[config.mk]
export PLATFORM = sky130hd
export DESIGN_NAME = ir_frame_tx
export DESIGN_NICKNAME = d
export VERILOG_FILES = /design/src/rtl/ir_tx_pkg.sv /design/src/rtl/ir_seg_timer.sv /design/src/rtl/ir_frame_tx.sv
export SDC_FILE = /design/constraint.sdc
export NUM_CORES = 1
export LEC_CHECK = 0
export BUFFER_PORTS_ARGS = -buffer_cell sky130_fd_sc_hd__buf_2
export CORE_MARGIN = 8
export CORE_UTILIZATION = 52
export CTS_BUF_LIST = sky130_fd_sc_hd__clkbuf_16
export DETAILED_ROUTE_END_ITERATION = 10
export HOLD_SLACK_MARGIN = 0.05
export MAX_ROUTING_LAYER = met4
export PLACE_DENSITY = 0.89
export SYNTH_ARGS = -nofsm -noshare
export SYNTH_HDL_FRONTEND = slang
export SYNTH_SLANG_ARGS = --single-unit
[constraint.sdc]
create_clock -name clk -period 2.2 [get_ports clk]
set_input_delay 0.11 -clock clk [delete_from_list [all_inputs] [get_ports clk]]
set_output_delay 0.11 -clock clk [all_outputs]
set_load 0.02 [all_outputs]
[src/rtl/ir_tx_pkg.sv]
// ir_tx_pkg: shared definitions for the IR frame transmitter.
//  - ir_state_e      : frame FSM states
//  - DEF_*           : default timing/size values (100 MHz clock)
//  - ir_max          : larger of two values (used to size the shared timer)
//  - ir_timer_width  : counter width able to hold 0..max_cyc
package ir_tx_pkg;

  typedef enum logic [2:0] {
    ST_IDLE   = 3'd0,
    ST_LEAD_M = 3'd1,
    ST_LEAD_S = 3'd2,
    ST_BIT_M  = 3'd3,
    ST_BIT_S  = 3'd4,
    ST_LINK_M = 3'd5,
    ST_LINK_S = 3'd6,
    ST_STOP_M = 3'd7
  } ir_state_e;

  localparam int unsigned DEF_SEG0_BITS      = 32'd35;
  localparam int unsigned DEF_SEG1_BITS      = 32'd32;
  localparam int unsigned DEF_LEAD_MARK_CYC  = 32'd900000;
  localparam int unsigned DEF_LEAD_SPACE_CYC = 32'd450000;
  localparam int unsigned DEF_BIT_MARK_CYC   = 32'd56000;
  localparam int unsigned DEF_ZERO_SPACE_CYC = 32'd56000;
  localparam int unsigned DEF_ONE_SPACE_CYC  = 32'd168000;
  localparam int unsigned DEF_LINK_MARK_CYC  = 32'd56000;
  localparam int unsigned DEF_LINK_SPACE_CYC = 32'd2000000;
  localparam int unsigned DEF_CARRIER_DIV    = 32'd2632;

  function automatic int unsigned ir_max(input int unsigned a, input int unsigned b);
    return (a > b) ? a : b;
  endfunction

  function automatic int unsigned ir_timer_width(input int unsigned max_cyc);
    return $clog2(max_cyc + 32'd1);
  endfunction

endpackage

[src/rtl/ir_seg_timer.sv]
// ir_seg_timer: loadable down-counter shared by all frame states.
//  clk, rst    clock / asynchronous active-low reset
//  load        load load_val this cycle (takes priority over counting)
//  load_val    value loaded; a state of N cycles is loaded with N-1
//  value       current count
//  expire      count is zero (last cycle of the current state)
module ir_seg_timer #(
  parameter int unsigned W = 32'd4
) (
  input  logic         clk,
  input  logic         rst,
  input  logic         load,
  input  logic [W-1:0] load_val,
  output logic [W-1:0] value,
  output logic         expire
);

  logic [W-1:0] cnt_r;

  // Count down to zero and hold there until the next load.
  always_ff @(posedge clk or negedge rst) begin
    if (!rst) begin
      cnt_r <= '0;
    end else if (load) begin
      cnt_r <= load_val;
    end else if (cnt_r != '0) begin
      cnt_r <= cnt_r - W'(1);
    end else begin
      cnt_r <= cnt_r;
    end
  end

  assign value  = cnt_r;
  assign expire = (cnt_r == '0);

endmodule

[src/rtl/ir_frame_tx.sv]
// ir_frame_tx: IR remote frame transmitter.
//  Frame = lead code + SEG0 bits + [link code + SEG1 bits] + stop mark, MSB first.
//  Ports:
//   clk, rst    clock / asynchronous active-low reset
//   tx_valid    frame request; accepted on tx_valid && tx_ready
//   tx_ready    high only while idle
//   seg0_data   segment 0 payload (SEG0_BITS)
//   seg1_data   segment 1 payload (max(SEG1_BITS,1)); ignored when SEG1_BITS == 0
//   abort       cancel the frame in progress (ignored while idle)
//   ir_out      registered IR LED drive
//   busy        frame in progress (~tx_ready)
//   done        one-cycle pulse on normal frame completion
//  Build option: define IR_TX_CARRIER_EN to gate the envelope with an internal
//  carrier of CARRIER_DIV clocks (high for the first half of each period).
module ir_frame_tx
  import ir_tx_pkg::*;
#(
  parameter int unsigned SEG0_BITS      = DEF_SEG0_BITS,
  parameter int unsigned SEG1_BITS      = DEF_SEG1_BITS,
  parameter int unsigned LEAD_MARK_CYC  = DEF_LEAD_MARK_CYC,
  parameter int unsigned LEAD_SPACE_CYC = DEF_LEAD_SPACE_CYC,
  parameter int unsigned BIT_MARK_CYC   = DEF_BIT_MARK_CYC,
  parameter int unsigned ZERO_SPACE_CYC = DEF_ZERO_SPACE_CYC,
  parameter int unsigned ONE_SPACE_CYC  = DEF_ONE_SPACE_CYC,
  parameter int unsigned LINK_MARK_CYC  = DEF_LINK_MARK_CYC,
  parameter int unsigned LINK_SPACE_CYC = DEF_LINK_SPACE_CYC,
  parameter int unsigned CARRIER_DIV    = DEF_CARRIER_DIV
) (
  input  logic                                       clk,
  input  logic                                       rst,
  input  logic                                       tx_valid,
  output logic                                       tx_ready,
  input  logic [SEG0_BITS-1:0]                       seg0_data,
  input  logic [((SEG1_BITS > 0) ? SEG1_BITS : 1)-1:0] seg1_data,
  input  logic                                       abort,
  output logic                                       ir_out,
  output logic                                       busy,
  output logic                                       done
);

  localparam int unsigned S1W      = (SEG1_BITS > 0) ? SEG1_BITS : 32'd1;
  localparam bit          HAS_SEG1 = (SEG1_BITS != 32'd0);
  localparam int unsigned MAX_CYC  =
    ir_max(ir_max(ir_max(LEAD_MARK_CYC, LEAD_SPACE_CYC), ir_max(BIT_MARK_CYC, ZERO_SPACE_CYC)),
           ir_max(ONE_SPACE_CYC, ir_max(LINK_MARK_CYC, LINK_SPACE_CYC)));
  localparam int unsigned TW  = ir_timer_width(MAX_CYC);
  localparam int unsigned BCW = ir_timer_width(ir_max(SEG0_BITS, S1W));

  // Timer reload values: a state lasting N cycles is loaded with N-1.
  localparam logic [TW-1:0] LEAD_M_LD = TW'(LEAD_MARK_CYC - 32'd1);
  localparam logic [TW-1:0] LEAD_S_LD = TW'(LEAD_SPACE_CYC - 32'd1);
  localparam logic [TW-1:0] BIT_M_LD  = TW'(BIT_MARK_CYC - 32'd1);
  localparam logic [TW-1:0] ZERO_LD   = TW'(ZERO_SPACE_CYC - 32'd1);
  localparam logic [TW-1:0] ONE_LD    = TW'(ONE_SPACE_CYC - 32'd1);
  localparam logic [TW-1:0] LINK_M_LD = TW'(LINK_MARK_CYC - 32'd1);
  localparam logic [TW-1:0] LINK_S_LD = TW'(LINK_SPACE_CYC - 32'd1);
  localparam logic [BCW-1:0] BITS0_LD = BCW'(SEG0_BITS - 32'd1);
  localparam logic [BCW-1:0] BITS1_LD = BCW'(S1W - 32'd1);

  ir_state_e         state_r, state_next_s;
  logic [SEG0_BITS-1:0] sh0_r;
  logic [S1W-1:0]    sh1_r;
  logic              seg_sel_r;
  logic [BCW-1:0]    bit_cnt_r;
  logic              ir_out_r, tx_ready_r, busy_r, done_r;

  logic              accept_s, cur_bit_s, bit_end_s;
  logic              tmr_load_s, tmr_expire_s;
  logic [TW-1:0]     tmr_load_val_s, tmr_value_s;
  logic              env_next_s, ir_next_s, ready_next_s, done_next_s;

  assign accept_s  = tx_valid & tx_ready_r;
  assign cur_bit_s = seg_sel_r ? sh1_r[S1W-1] : sh0_r[SEG0_BITS-1];
  assign bit_end_s = (state_r == ST_BIT_S) & tmr_expire_s & ~abort;

  ir_seg_timer #(.W(TW)) u_timer (
    .clk      (clk),
    .rst      (rst),
    .load     (tmr_load_s),
    .load_val (tmr_load_val_s),
    .value    (tmr_value_s),
    .expire   (tmr_expire_s)
  );

  // FSM state register.
  always_ff @(posedge clk or negedge rst) begin
    if (!rst) begin
      state_r <= ST_IDLE;
    end else begin
      state_r <= state_next_s;
    end
  end

  // FSM next-state logic: abort wins over timer expiry in any active state.
  always_comb begin
    state_next_s = state_r;
    case (state_r)
      ST_IDLE: begin
        if (accept_s) state_next_s = ST_LEAD_M;
        else          state_next_s = ST_IDLE;
      end
      default: begin
        if (abort) begin
          state_next_s = ST_IDLE;
        end else if (!tmr_expire_s) begin
          state_next_s = state_r;
        end else begin
          case (state_r)
            ST_LEAD_M: state_next_s = ST_LEAD_S;
            ST_LEAD_S: state_next_s = ST_BIT_M;
            ST_BIT_M:  state_next_s = ST_BIT_S;
            ST_BIT_S: begin
              if (bit_cnt_r != '0)              state_next_s = ST_BIT_M;
              else if (!seg_sel_r && HAS_SEG1)  state_next_s = ST_LINK_M;
              else                              state_next_s = ST_STOP_M;
            end
            ST_LINK_M: state_next_s = ST_LINK_S;
            ST_LINK_S: state_next_s = ST_BIT_M;
            ST_STOP_M: state_next_s = ST_IDLE;
            default:   state_next_s = ST_IDLE;
          endcase
        end
      end
    endcase
  end

  // FSM outputs: next-cycle envelope, timer reload on every state change, handshake/done.
  always_comb begin
    env_next_s     = 1'b0;
    tmr_load_val_s = '0;
    tmr_load_s     = (state_next_s != state_r);
    ready_next_s   = (state_next_s == ST_IDLE);
    done_next_s    = (state_r == ST_STOP_M) & tmr_expire_s & ~abort;
    case (state_next_s)
      ST_LEAD_M: begin env_next_s = 1'b1; tmr_load_val_s = LEAD_M_LD; end
      ST_LEAD_S: begin env_next_s = 1'b0; tmr_load_val_s = LEAD_S_LD; end
      ST_BIT_M:  begin env_next_s = 1'b1; tmr_load_val_s = BIT_M_LD;  end
      ST_BIT_S: begin
        env_next_s = 1'b0;
        if (cur_bit_s) tmr_load_val_s = ONE_LD;
        else           tmr_load_val_s = ZERO_LD;
      end
      ST_LINK_M: begin env_next_s = 1'b1; tmr_load_val_s = LINK_M_LD; end
      ST_LINK_S: begin env_next_s = 1'b0; tmr_load_val_s = LINK_S_LD; end
      ST_STOP_M: begin env_next_s = 1'b1; tmr_load_val_s = BIT_M_LD;  end
      default:   begin env_next_s = 1'b0; tmr_load_val_s = '0;        end
    endcase
  end

  // Payload capture on accept; shift out and count bits as each bit space ends.
  always_ff @(posedge clk or negedge rst) begin
    if (!rst) begin
      sh0_r     <= '0;
      sh1_r     <= '0;
      seg_sel_r <= 1'b0;
      bit_cnt_r <= '0;
    end else if (accept_s) begin
      sh0_r     <= seg0_data;
      sh1_r     <= seg1_data;
      seg_sel_r <= 1'b0;
      bit_cnt_r <= BITS0_LD;
    end else if (bit_end_s) begin
      if (bit_cnt_r != '0) begin
        bit_cnt_r <= bit_cnt_r - BCW'(1);
        if (seg_sel_r) sh1_r <= sh1_r << 1'b1;
        else           sh0_r <= sh0_r << 1'b1;
      end else if (!seg_sel_r && HAS_SEG1) begin
        // Segment 0 finished: arm segment 1 for after the link code.
        seg_sel_r <= 1'b1;
        bit_cnt_r <= BITS1_LD;
        sh0_r     <= sh0_r << 1'b1;
      end else begin
        bit_cnt_r <= '0;
      end
    end else begin
      bit_cnt_r <= bit_cnt_r;
    end
  end

`ifdef IR_TX_CARRIER_EN
  localparam int unsigned CW = ir_timer_width(CARRIER_DIV);
  logic [CW-1:0] car_cnt_r, car_next_s;

  // Free-running carrier phase, restarted on accept so the first mark starts high.
  always_comb begin
    car_next_s = '0;
    if (accept_s)                                  car_next_s = '0;
    else if (car_cnt_r >= CW'(CARRIER_DIV - 32'd1)) car_next_s = '0;
    else                                           car_next_s = car_cnt_r + CW'(1);
  end

  // Carrier phase register.
  always_ff @(posedge clk or negedge rst) begin
    if (!rst) begin
      car_cnt_r <= '0;
    end else begin
      car_cnt_r <= car_next_s;
    end
  end

  assign ir_next_s = env_next_s & (car_next_s < CW'(CARRIER_DIV / 32'd2));
`else
  assign ir_next_s = env_next_s;
`endif

  // Registered outputs, computed from next-cycle values so they align with the state.
  always_ff @(posedge clk or negedge rst) begin
    if (!rst) begin
      ir_out_r   <= 1'b0;
      tx_ready_r <= 1'b1;
      busy_r     <= 1'b0;
      done_r     <= 1'b0;
    end else begin
      ir_out_r   <= ir_next_s;
      tx_ready_r <= ready_next_s;
      busy_r     <= ~ready_next_s;
      done_r     <= done_next_s;
    end
  end

  assign ir_out   = ir_out_r;
  assign tx_ready = tx_ready_r;
  assign busy     = busy_r;
  assign done     = done_r;

endmodule

==> reports/metrics.yaml, run 1 <==
status: "finished, violations left"
violations: "negative setup slack"
seq_area_mm2: 0.002529
final_area_mm2: 0.007684
critPathKind: "reg2reg"
final_nets: 871
totalPowerFinal_uw: 9409
tns_ns: -9.761
gp_congestion: 0.9563
antenna_left: 0
gr-total-overflow: 0
power_leakage_uw: 0.003371
cp.depth: 7
synth_warnings: 0
antenna_found_initial: 0
die_area_mm2: 0.01325
drt_iter0_markers: 1013
powerDensity_mw_per_mm2: 1225
cts_buffer_depth: 2
dpl_cell_area_mm2: 0.005958
htreeDepth: 3
clock-root-buffer: "clkbuf_16"
multi_input_area_mm2: 0.002678
grt_usage_pct: 26.54
tightest_slew_ns: 0.5926
num_io_pins: 75
port_buffers: 74
first_global_vias: 5610
timing.fmax_ghz: 0.3705
slew_violations: 0
synth_area_leader_cell: "dfrtp_1"
cts.clk_slew.worst_paths_ns: 0.08
synth_ff_type: "dfrtp_1"
cp.required_ns: 2.40
cp-start-kind: "flip-flop"
grt_max_degree: 59
layout.cells.non_filler: 934
ys_seq_elements: 101
maxSlewHeadroom_pct: 60.49
endpoint_kind: "flip-flop"
syn_area_per_cell_um2: 8.588
syn_nets: 670
post-route-period-util_pct: 122.7
drive_gt1_share_pct: 30.71
die_x_um: 115.1
yosysSeqAreaShare_pct: 49.49
r2r_cells: 7
async_flop_share_pct: 100.0
worstHoldPathCells: 3
drv_cap: 0
holdCritPathClass: "in2reg"
place_inst: 816
synthDistinctLibCells: 55
initial_core_util_pct: 53.01
cp_cell_sequence: "nor4_2 > nand2_2 > or4_4 > a31o_4 > inv_8 > a311oi_4 > a21oi_1"
vias: 6124
hold_viol_final: 0
hpwlAfterDp_um: 9044
worst_clock_skew_ns: 0.02027
viasPerCell: 6.557
worst_slack_ns: -0.4990
irDropWorstVdd_mv: 0.6236
synth_edf_count: 0
wl_um: 21960
arrival_ns: 2.90
cts_buffers: 9
syn2layout_area_growth_pct: 50.37
drc: 0
firstDrtPassIters: 9
max_stage_delay_ns: 0.54
grt_pass1_wl_um: 27030
period_needed_ns: 2.699
antenna_cells: 0
synth.cell_area_mm2: 0.005110
worst-path-buf-inv: 1
synth_top_area_share_pct: 48.97
rsz0062_at_grt: "true"
num_rows: 36
crit_slowest_cell: "or4_4"
setup_viol: 89
die_y_um: 115.1
cts.sinks: 101
fin_util_pct: 79.71
cts_tree: "yes"
critical_path.top_delay_family: "simple AND/OR/NAND/NOR gates"
insertion_delay_ns: 0.36
wl_per_cell_um: 23.51
synth.area.top_cells: "dfrtp_1 49%, nand2_1 11%, a31oi_1 8.3%, nor2_1 6.2%, a21oi_1 1.9%"
syn-instance-count: 595
coreArea_mm2: 0.009639
fillers: 494
critPathMaxFanout: 8
area by class of cell:
cell class,count,share of cell area [%]
Clock buffer,9,2.931
Clock inverter,7,0.7816
Inverter,11,0.7002
Multi-Input combinational cell,446,34.85
Sequential cell,101,32.91
Tap cell,133,2.166
Timing Repair Buffer,227,25.66
placed cells by master, fill, tap and decap left out, types with 8 or more instances in the layout:
cell type | synthesis | routed
a21oi_1 | 19 | 12
a31oi_1 | 68 | 60
buf_2 | 13 | 73
buf_4 | 0 | 56
buf_6 | 0 | 16
clkbuf_16 | 0 | 17
dfrtp_1 | 100 | 100
dlygate4sd3_1 | 0 | 66
inv_1 | 9 | 8
nand2_1 | 156 | 149
nor2_1 | 84 | 83
nor3_1 | 12 | 9
o21ai_1 | 5 | 10
xnor2_1 | 10 | 9
flip-flops by register name, summed over array words and instances, names as in the netlist:
name	count
tx_ready	1
sh0_r	35
state_r	2
u_timer.value	21
bit_cnt_r	6
ir_out	1
busy	1
sh1_r	32
done	1
seg_sel_r	1
final timing paths:
check                                  start                 to  slack (ns)
max                        u_timer.value[12]  u_timer.value[11]       -0.50
min                             seg0_data[2]           sh0_r[2]        0.07
max reg2reg                u_timer.value[12]  u_timer.value[11]       -0.50
min reg2reg                        sh1_r[23]          sh1_r[24]        0.54
max in group asynchronous                rst          sh1_r[21]        1.17
min in group asynchronous                rst  u_timer.value[11]        0.30
timing repair:
action	CTS	global route
cloned	0	14
endpoints found under the setup margin	80	100
gates resized for setup	7	77
hold endpoints to repair	107	0
hold buffers	66	0
buffers inserted	6	16
pin swaps	8	17
Yosys cell counts, types with 2 or more instances:
master	count
nand2_1	156
xor2_1	6
nor2_1	84
buf_2	13
or4_1	4
nand2b_1	2
clkbuf_1	24
nor4_1	5
nand3b_1	2
and3_1	3
nor3b_1	3
and2_1	3
inv_1	9
nand3_1	8
nor4_4	2
nor3_1	12
o21ai_0	14
a31oi_1	68
o211ai_1	2
a211o_1	2
xnor2_1	10
o21ai_2	2
o21ai_1	5
or3b_2	2
a21oi_1	19
ha_1	4
dfrtp_1	100
a211oi_1	3
a22oi_4	2
tightest hold or removal path, delay by kind of cell:
| family | cells | cell delay, ns |
|---|---|---|
| AOI/OAI and AO/OA | 1 | 0.10 |
| buffers and inverters | 1 | 0.10 |
| and+or+nand+nor | 1 | 0.08 |
through the flow:
step           worst slack (ns)  hold slack (ns)
6_report                -0.4990          0.06877
3_3_place_gp           -0.02193           0.1366
2_1_floorplan          0.006549          -0.1856
4_1_cts                -0.09325          0.06568
3_5_place_dp            -0.1326           0.1447
5_1_grt                 -0.6135          0.07865
where the power goes:
part,switching (µW),internal (µW)
combinational,2510,1950
clock,824,787
sequential,687,2650
total,4020,5390
cell families (layout without fill, tap and decap cells):
family	count (synthesis)	count (layout)	synth area share, %
and+or+nand+nor	293	293	25.29
AOI/OAI and AO/OA	131	131	17.14
DFF	101	101	49.49
buffers and inverters	48	254	3.942
xor gates and xnor gates	16	16	2.742
adders and majority gates	4	4	0.9795
muxes	2	2	0.4163
per-layer routing:
metal	GRT usage [%]	vias to the layer above	wire length, µm
met5	-	-	0
met4	15.59	0	1843
met3	5.410	235	2313
met2	45.32	599	10580
met1	28.03	2833	7219
li1	-	2457	-
(Power assumes the default switching activity.)
==> run 2, diff against run 1 <==
--- a/config.mk
+++ b/config.mk
@@ -13,6 +13,7 @@
 export HOLD_SLACK_MARGIN = 0.05
 export MAX_ROUTING_LAYER = met4
 export PLACE_DENSITY = 0.89
+export RECOVER_POWER = 50
 export SYNTH_ARGS = -nofsm -noshare
 export SYNTH_HDL_FRONTEND = slang
 export SYNTH_SLANG_ARGS = --single-unit
==> run 2 against run 1 <==
The flow still finishes with violations (negative setup slack). Clock-buffer cell count unchanged. Via count grew 0.49%. Combinational power barely moved. Setup slack worse by 0.011 ns. Global-route usage stayed put. Maximum frequency decreased by 0.41%. Largest power group unchanged. Highest routed layer unchanged.
==> reports/metrics.yaml, run 2 (synthesis gave the netlist of run 1 again) <==
status: "finished, violations left"
violations: "negative setup slack"
clock-root-buffer: "clkbuf_16"
cp.depth: 9
layout.cells.non_filler: 934
period_needed_ns: 2.710
die_area_mm2: 0.01325
wl_per_cell_um: 23.59
p_sw_share_pct: 42.83
worst_clock_skew_ns: 0.02075
drv_cap: 0
rsz0062_at_grt: "true"
rr_startpoint: "u_timer.value[1]"
cts_tree: "yes"
maxSlewHeadroom_pct: 25.28
p_clk_share_pct: 17.1
worst-path-buf-inv: 2
drc: 0
insertion_delay_ns: 0.36
drt_iter0_markers: 1020
max_stage_delay_ns: 0.48
top_register: "sh0_r"
p_sw_uw: 4031
rrSetupSlack_ns: -0.51
use_met1_pct: 28.03
power_leakage_uw: 0.003358
crit_end: "u_timer.value[11]"
met3_usage_pct: 5.410
num_rows: 36
irDropWorstVdd_mv: 0.6231
grt.met2_usage_pct: 45.32
hold_viol_final: 0
gr-total-overflow: 0
powerDensity_mw_per_mm2: 1228
port_buffers: 74
largest_reg_flops: 35
coreArea_mm2: 0.009639
grt_pass1_wl_um: 27030
critPathMaxFanout: 8
htreeDepth: 3
internal_power_uw: 5380
antenna_found_initial: 0
cts_buffer_depth: 2
vias: 6154
grt_usage_pct: 26.54
die_y_um: 115.1
wl_um: 22040
r2r_cells: 9
syn2layout_area_growth_pct: 50.02
layout.cells.most_common: "nand2_1"
viasPerCell: 6.589
reg2reg_to: "u_timer.value[11]"
gp_congestion: 0.9563
antenna_left: 0
die_x_um: 115.1
drive_gt1_share_pct: 30.46
cts.sinks: 101
worst_slack_ns: -0.5102
final_cell_mix: "149 x nand2_1, 100 x dfrtp_1, 83 x nor2_1"
cp.required_ns: 2.40
cp-start-kind: "flip-flop"
fin_util_pct: 79.53
place_inst: 816
final_nets: 871
initial_core_util_pct: 53.01
first_global_vias: 5610
setup_viol: 89
tightest_slew_ns: 1.121
comb_power_share_pct: 47.5
num_io_pins: 75
grt_max_degree: 59
firstDrtPassIters: 9
timing.fmax_ghz: 0.3690
critPathKind: "reg2reg"
hpwlAfterDp_um: 9044
endpoint_kind: "flip-flop"
holdCritPathClass: "in2reg"
post-route-period-util_pct: 123.2
critical_path.top_delay_family: "simple AND/OR/NAND/NOR gates"
power_frac_seq_pct: 35.4
busiest_layer: "met2"
arrival_ns: 2.91
cp_cell_sequence: "inv_2 > ha_4 > nor4b_4 > nand3_4 > or4_4 > a31o_4 > inv_8 > a311oi_4 > a21oi_1"
slew_violations: 0
cts.clk_slew.worst_paths_ns: 0.08
cp-startpoint: "u_timer.value[1]"
dpl_worst_slack_ns: -0.1326
cts_buffers: 9
crit_slowest_cell: "or4_4"
totalPowerFinal_uw: 9412
antenna_cells: 0
## run 2: cell types whose count changed in the layout (fill, tap and decap cells not counted), sizes merged
cell,before,now
buf,153,150
clkbuf,17,20
## run 2: worst min path at each step
stage	from	to	cells past startpoint
CTS	seg0_data[2]	sh0_r[2]	3
floorplan	rst	bit_cnt_r[0]	0
global placement	rst	u_timer.value[16]	1
global route	seg0_data[2]	sh0_r[2]	3
detailed placement	rst	u_timer.value[15]	1
finish	seg0_data[2]	sh0_r[2]	3
## run 2: metrics by stage
step	instance area, µm²	setup TNS, ns	hold WS, ns
2_1_floorplan	5122	0	-0.1856
3_3_place_gp	5958	-0.02347	0.1366
3_5_place_dp	5958	-1.173	0.1447
4_1_cts	6983	-0.6908	0.06568
5_1_grt	7666	-18.80	0.07865
6_report	7666	-9.688	0.08299
## run 2: tightest hold or removal path, stage by stage
cell and delay, ns:
buf_2 0.10, nand2_1 0.08, a31oi_2 0.11
## run 2: power by group through the flow
stage	registers (µW)	clock network [µW]	logic (µW)
CTS	3170	1540	3290
global placement	3130	0	2970
detailed placement	3190	0	3140
floorplan	3130	0	2090
finish	3330	1610	4470
global route	3370	1660	4740
## run 2: repair_timing
action,4_1_cts,5_1_grt
gates cloned,0,14
setup buffers,6,16
hold buffers,66,0
hold endpoints to repair,107,0
endpoints found under the setup margin,80,100
resized for setup,7,77
pin swaps,8,17
## run 2: routing by layer
metal	up-vias	wire, µm
met1	2828	7206
met4	0	1752
met2	644	10620
li1	2457	-
met3	225	2454
met5	-	0
## run 2: cell type report
type	instances	area [µm²]
Fill cell	498	1973
Clock buffer	9	225.2
Tap cell	133	166.4
Clock inverter	7	60.06
Sequential cell	101	2529
Timing Repair Buffer	227	1954
Inverter	11	53.80
Multi-Input combinational cell	446	2678
